===== config.mk =====
export PLATFORM = sky130hd
export DESIGN_NAME = axi_wline_master
export DESIGN_NICKNAME = d
export VERILOG_FILES = /design/src/rtl/axi_wline_master.sv
export SDC_FILE = /design/constraint.sdc
export NUM_CORES = 1
export LEC_CHECK = 0
export BUFFER_PORTS_ARGS = -buffer_cell sky130_fd_sc_hd__buf_2
export CAP_MARGIN = 20
export CELL_PAD_IN_SITES_DETAIL_PLACEMENT = 1
export CELL_PAD_IN_SITES_GLOBAL_PLACEMENT = 2
export CORE_ASPECT_RATIO = 0.8
export CORE_UTILIZATION = 25
export CTS_CLUSTER_DIAMETER = 150
export DETAILED_ROUTE_END_ITERATION = 10
export PLACE_DENSITY = 0.81
export SLEW_MARGIN = 10
export SYNTH_ARGS = -nofsm -noshare
export SYNTH_HDL_FRONTEND = slang
export SYNTH_SLANG_ARGS = --single-unit

===== constraint.sdc =====
create_clock -name clk -period 5 [get_ports clk]
set_input_delay 1 -clock clk [delete_from_list [all_inputs] [get_ports clk]]
set_output_delay 1 -clock clk [all_outputs]
set_load 0.03 [all_outputs]

===== src/rtl/axi_wline_master.sv =====
// Writes one 16-byte line as a single 4-beat INCR AXI write burst, then pulses done_o.
// Optional: define AXI_WLINE_BRESP_CHECK_EN to flag non-OKAY write responses on err_o.
module axi_wline_master #(
    parameter logic [3:0] AXI_ID = 4'h1
) (
    input  logic         clk,
    input  logic         rst,
    input  logic         wen_i,
    input  logic [31:0]  waddr_i,
    input  logic [127:0] wdata_i,
    output logic         done_o,
    output logic         busy_o,
    output logic         err_o,
    output logic [3:0]   awid,
    output logic [31:0]  awaddr,
    output logic [7:0]   awlen,
    output logic [2:0]   awsize,
    output logic [1:0]   awburst,
    output logic         awvalid,
    input  logic         awready,
    output logic [31:0]  wdata,
    output logic [3:0]   wstrb,
    output logic         wlast,
    output logic         wvalid,
    input  logic         wready,
    input  logic [3:0]   bid,
    input  logic [1:0]   bresp,
    input  logic         bvalid,
    output logic         bready
);
    localparam int unsigned WORD_W    = 32;
    localparam logic [1:0]  LAST_BEAT = 2'd3;

    typedef enum logic [2:0] {IDLE, AW, W, B, DONE} state_e;

    state_e       state_q;
    logic [127:0] line_q;
    logic [1:0]   beat_q;
    logic [1:0]   beat_nxt_c;
    logic [31:0]  next_word_c;
    logic         unused_ok;

    assign beat_nxt_c  = beat_q + 2'd1;
    assign next_word_c = line_q[{beat_nxt_c, 5'b0} +: WORD_W];

    // Outputs are computed for the state being entered, so every AXI valid/ready is a flop.
    always_ff @(posedge clk) begin
        if (!rst) begin
            state_q <= IDLE;
            line_q  <= '0;
            beat_q  <= '0;
            done_o  <= 1'b0;
            busy_o  <= 1'b0;
            awid    <= '0;
            awaddr  <= '0;
            awlen   <= '0;
            awsize  <= '0;
            awburst <= '0;
            awvalid <= 1'b0;
            wdata   <= '0;
            wstrb   <= '0;
            wlast   <= 1'b0;
            wvalid  <= 1'b0;
            bready  <= 1'b0;
        end else begin
            done_o <= 1'b0;
            case (state_q)
                IDLE: begin
                    if (wen_i) begin
                        line_q  <= wdata_i;
                        awaddr  <= {waddr_i[31:4], 4'b0000};
                        awid    <= AXI_ID;
                        awlen   <= 8'd3;
                        awsize  <= 3'b010;
                        awburst <= 2'b01;
                        awvalid <= 1'b1;
                        busy_o  <= 1'b1;
                        state_q <= AW;
                    end
                end
                AW: begin
                    if (awready) begin
                        awvalid <= 1'b0;
                        wvalid  <= 1'b1;
                        wstrb   <= 4'hF;
                        wdata   <= line_q[WORD_W-1:0];
                        wlast   <= 1'b0;
                        beat_q  <= 2'd0;
                        state_q <= W;
                    end
                end
                W: begin
                    if (wready) begin
                        beat_q <= beat_nxt_c;
                        if (beat_q == LAST_BEAT) begin
                            wvalid  <= 1'b0;
                            wlast   <= 1'b0;
                            wstrb   <= 4'h0;
                            bready  <= 1'b1;
                            state_q <= B;
                        end else begin
                            wdata <= next_word_c;
                            wlast <= (beat_nxt_c == LAST_BEAT);
                        end
                    end
                end
                B: begin
                    if (bvalid) begin
                        bready  <= 1'b0;
                        done_o  <= 1'b1;
                        state_q <= DONE;
                    end
                end
                DONE: begin
                    busy_o  <= 1'b0;
                    state_q <= IDLE;
                end
                default: state_q <= IDLE;
            endcase
        end
    end

`ifdef AXI_WLINE_BRESP_CHECK_EN
    // Sticky until reset; any non-OKAY response on the B handshake sets it.
    always_ff @(posedge clk) begin
        if (!rst) begin
            err_o <= 1'b0;
        end else if (state_q == B && bvalid && bresp != 2'b00) begin
            err_o <= 1'b1;
        end
    end
    assign unused_ok = ^bid;
`else
    assign err_o     = 1'b0;
    assign unused_ok = ^{bid, bresp};
`endif

endmodule


---- After elaboration in Yosys (flattened, before gate mapping) ----
Cells that the tools add are included.
operators by class
  reductions and logical operators ........ 14
  add/sub/neg operators ................... 1
  muxes and demuxes ....................... 33
  shift operators ......................... 1
  equal/unequal tests ..................... 12
operator list
  cell                                                              count
  128-bit by 8-bit variable part select with 32-bit output          1
  32-bit two-way mux                                                3
  32-bit case mux with 2 select lines                               1
  3-bit two-way mux                                                 5
  4-bit two-way mux                                                 3
  2-bit inequality test (second input constant)                     6
  3-bit case mux with 4 select lines                                1
  4-bit AND reduction                                               3
  1-bit two-way mux                                                 11
  1-bit case mux with 2 select lines                                5
  4-bit case mux with 2 select lines                                1
  2-bit nonzero test                                                4
  3-bit by 2-bit == test with 1-bit output (second input constant)  2
  2-bit AND reduction                                               3
  3-bit AND reduction                                               2
  5-bit AND reduction                                               1
  2-bit == test (second input constant)                             2
  2-bit two-way mux                                                 2
  2-bit case mux with 2 select lines                                1
  3-bit by 1-bit == test with 1-bit output (second input constant)  1
  3-bit == test (second input constant)                             1
  3-bit zero test                                                   1
  2-bit by 1-bit adder with 2-bit output (second input constant)    1
storage, ports and cells
  input port bits ......................... 172
  output and inout port bits .............. 92
  word-level logic and storage cells ...... 75
  register bits ........................... 205

---- Depth between registers and ports, before layout ----
  depth in word-level cells ............... 5
  gate-level depth with buffers ........... 10
  gate-level depth less buffers ........... 6

---- Least setup slack after synthesis ----
OpenSTA, ideal clock, no wires.
  path kind ............................... register to register
  start ................................... register beat_q[0]
  end ..................................... register wdata[18]
  buffers on the path ..................... 4
  stages on the path, launching flop included .. 10
  arrival ................................. 2,080 ps
  setup time .............................. 92 ps
  data required time ...................... 4,908 ps
  clock period less this slack ............ 2,172 ps
  path slack .............................. 2,828 ps
  cells stage by stage .................... dfxtp_1 buf_2 clkbuf_1 inv_1 ha_1 clkbuf_1 nor2_1 clkbuf_1 a211oi_1 o32ai_1
on the way
  cells in the longest elaborated chain, start to end .. 5
  elaborated cells on any way between the ends .. 8
  classes of those cells .................. add/sub: 1; eq/ne: 2; shift: 1; mux: 3; reduce/logical: 1
RTL lines
  element                                                   line  source
  start: declaration                                        38    logic [1:0] beat_q;
  start signal: assignment                                  94    beat_q <= beat_nxt_c;
  2-bit by 1-bit adder with 2-bit output                    43    assign beat_nxt_c = beat_q + 2'd1;
  128-bit by 8-bit variable part select with 32-bit output  44    assign next_word_c = line_q[{beat_nxt_c, 5'b0} +: WORD_W];
  32-bit two-way mux                                        95    if (beat_q == LAST_BEAT) begin
  32-bit two-way mux                                        93    if (wready) begin
  32-bit case mux with 2 select lines                       67    case (state_q)
  end signal: assignment                                    86    wdata <= line_q[WORD_W-1:0];
  end signal: assignment                                    102   wdata <= next_word_c;
  end: declaration                                          21    output logic [31:0] wdata,
Several ways; a longest one is shown, not always the timed one. The select of a mux whose other input is x is not followed.
A chain may end at the register's enable or synchronous reset.

---- Worst setup path in the final report ----
  start ................................... register beat_q[0]
  end ..................................... register wdata[12]
The elaborated chain is that of the path after synthesis.

==> results.md <==
* Status: completed
* Largest stage delay, worst path at 0.52 ns
* Num CTS Buffers at 17
* HP Start: awaddr[7]$_SDFFE_PN0P_
* Initial antenna violation count at 3
* Post-synthesis sequential area ratio at 49.84%
* Drt first pass iters at 5
* DP Wirelength at 17.41 mm
* Post-synth cell types at 33
* Vias in the first global route at 7421
* Nets@finish at 1339
* First-pass GRT wire length at 42.37 mm
* Total core area at 0.03150 mm2
* Routed Antenna Nets at 0
* Clock buffer depth at 2
* Fmax at about 380 MHz
* Pwr Total at 3.735 mW
* Worst Tran Pin Value at roughly 1 ns
* CP required at 5.32 ns
* Synth Register Bits at 200
* Total GRT Usage at 16.62%
* CTS sink count at 200
* Residual DRC count at 0
* # setup viols final at 0
* Commonest non-fill, non-tap cell in the layout: nand2_1
* Cts repair resizes at 0
* Worst r2r dst: wdata[12]$_SDFFE_PN0P_
* Routed vias at 7470
* Initial core utilization at 25.51%
* Ys Warns at 0
* Slowest cell on the critical path: nand2_2
* Final Max Tran Viols at 0
* Max-slew headroom at a little under a third
* Area Overhead vs Synth at 23.10%
* R2R Setup Slk at approximately 2.4 ns
* Hold Path Class: flip-flop to flip-flop
* Crit-path cells: buf_4 > ha_1 > nand4bb_1 > a21oi_4 > nand2_2 > o32ai_1
* Non-Filler Instances at around 1600
* Endpoints failing hold at 0
* Leak Pwr at 4.092 nW
* # fillers at 3887
* Startpoint types: flip-flop
* Clk_lat worst skew at approximately 0.43 ns
* Setup Buffers After CTS at 0
* Crit path time final at around 2.6 ns
* CTS tree: done
* Mean routed wirelength per cell at 17.07 um
* Hold EP: awaddr[7]$_SDFFE_PN0P_
* Reg2reg start: beat_q[0]$_SDFFE_PN0P_
* Part of the cycle the worst path needs at between 50% and 60%
* Post-Syn Instances at 993
* Share of layout cells above drive strength 1 at between 20% and 30%
* PwrDens at 377.7 mW/mm2
* Unrepaired setup endpoints after global routing: false
* Die outline width at around 200 um
* Iteration-0 DRC Markers at 297
* Chip height at 162.3 um
* DR vias/cell at 4.675
* R2R depth at 6
* Skew final at roughly 0.0080 ns
* Placed insts at 1566
* Crit end category: flip-flop
* PortBufs at 236
* Setup TNS at 0 ns
* Gpl congestion at 0.7171
* Synth Area per Inst at between 8 and 9 um2
* Crit-path max FO at 38
* Row count at 58
* Worst vdd ir at 0.1693 mV
* Hold buffers post-CTS at 0
* Hold depth at 2
* H-tree depth at 4
* Io pins at between 200 and 300
* Final wirelength at 27.27 mm
* Fin util at 31.40%
* Die area at 0.03286 mm2
* CTS Root Cell: clkbuf_16
* Mapped cell area at 0.008034 mm2
* GRT overflow at 0
* Max cap viols at 0
* Worst-path clk slew at approximately 0.080 ns
* Most frequent cells in the layout: nand2_1 (348), buf_2 (236), dfxtp_1 (199), a21oi_1 (195), a211oi_1 (32)
* CP arrival at 2.94 ns
* Crit Path Class: flip-flop to flip-flop
* Pin count of the biggest net entering global routing at 105
-- metrics by stage --
stage / hold slack [ns] / area, um2 / setup WS (ns)
3_5_place_dp: 0.4465 / 9299 / 1.935
2_1_floorplan: 0.4357 / 8094 / 2.828
6_report: 0.4558 / 9889 / 2.386
5_1_grt: 0.4736 / 9887 / 2.251
3_3_place_gp: 0.4388 / 9299 / 1.980
4_1_cts: 0.4577 / 9887 / 2.358
-- per-layer routing --
metal / vias up / track usage (%) / part of all wire [%]
met1: 3633 / 22.11 / 48
li1: 3677 / - / -
met2: 140 / 26.99 / 46
met5: - / 0 / 0.048
met3: 18 / 3.842 / 4.4
met4: 2 / 4.375 / 1.1
-- worst max path at each step --
stage	from	slack (ns)	endpoint
after CTS	beat_q[0]$_SDFFE_PN0P_	2.36	wdata[17]$_SDFFE_PN0P_
after floorplan	beat_q[0]$_SDFFE_PN0P_	2.83	wdata[18]$_SDFFE_PN0P_
final	beat_q[0]$_SDFFE_PN0P_	2.39	wdata[12]$_SDFFE_PN0P_
after global routing	beat_q[0]$_SDFFE_PN0P_	2.25	wdata[19]$_SDFFE_PN0P_
after detailed placement	rst	1.94	line_q[53]$_SDFFE_PN0P_
after global placement	rst	1.98	line_q[86]$_SDFFE_PN0P_
-- cells by family (layout without fill, tap and decap cells) --
group,after synthesis,in the layout,synth area share [%]
DFF,200,200,49.84
buffers and inverters,112,280,7.787
and+or+nand+nor,376,376,18.78
AOI/OAI and AO/OA,301,301,23.11
other,1,18,0.04668
adders and majority gates,2,2,0.3114
muxes,1,1,0.1246
-- cells in the mapped netlist, drive strengths merged --
cell type,n,area [um2]
a22o,31,271.5
a21oi,196,992.2
a211oi,33,252.7
nor3,4,20.02
dfxtp,200,4004
nand2,351,1325
nor4b,1,23.77
nor2,9,33.78
inv,2,7.510
mux2i,1,10.01
a311oi,1,8.760
nand4bb,1,11.26
nand3b,4,42.54
conb,1,3.750
clkbuf,35,131.4
and2b,1,7.510
nor3b,2,26.28
nand2b,3,18.77
o32ai,31,279.0
ha,2,25.02
buf,75,486.7
a22oi,2,15.01
o21ai,6,30.03
a21o,1,7.510
-- where the power goes --
| group | internal [mW] | leakage [nW] | total [mW] | switching, mW |
|---|---|---|---|---|
| registers | 1.70 | 1.64 | 1.75 | 0.0572 |
| clock network | 0.780 | 0.290 | 1.42 | 0.643 |
| logic | 0.181 | 2.16 | 0.560 | 0.378 |
-- worst max-delay path: cells and delay by family, from the launching register on --
kind / cells / cell delay, ns
simple gates: 2 / 0.80
compound gates: 2 / 0.72
fa+ha+maj: 1 / 0.34
flops: 1 / 0.32
buf+inv: 1 / 0.30
-- sequential cells by signal (all words and copies together) (netlist names) --
signal and cells:
wlast 1, done_o 1, wdata 32, awvalid 1, awaddr 28, bready 1, line_q 128, beat_q 2
state_q 3, awburst 1, wstrb 1, busy_o 1
-- area by class of cell --
class | instances | area (um2) | share of cell area [%]
flip-flops and latches | 200 | 4005 | 40.50
multi-input cells | 697 | 3480 | 35.18
repair buffers | 247 | 1276 | 12.90
well taps | 420 | 525.5 | 5.314
clock buffers | 21 | 470.5 | 4.757
clock inverters | 10 | 117.6 | 1.189
inverters | 2 | 12.51 | 0.1265
diodes | 1 | 2.502 | 0.02530
Power figures use the tool's default switching activity.
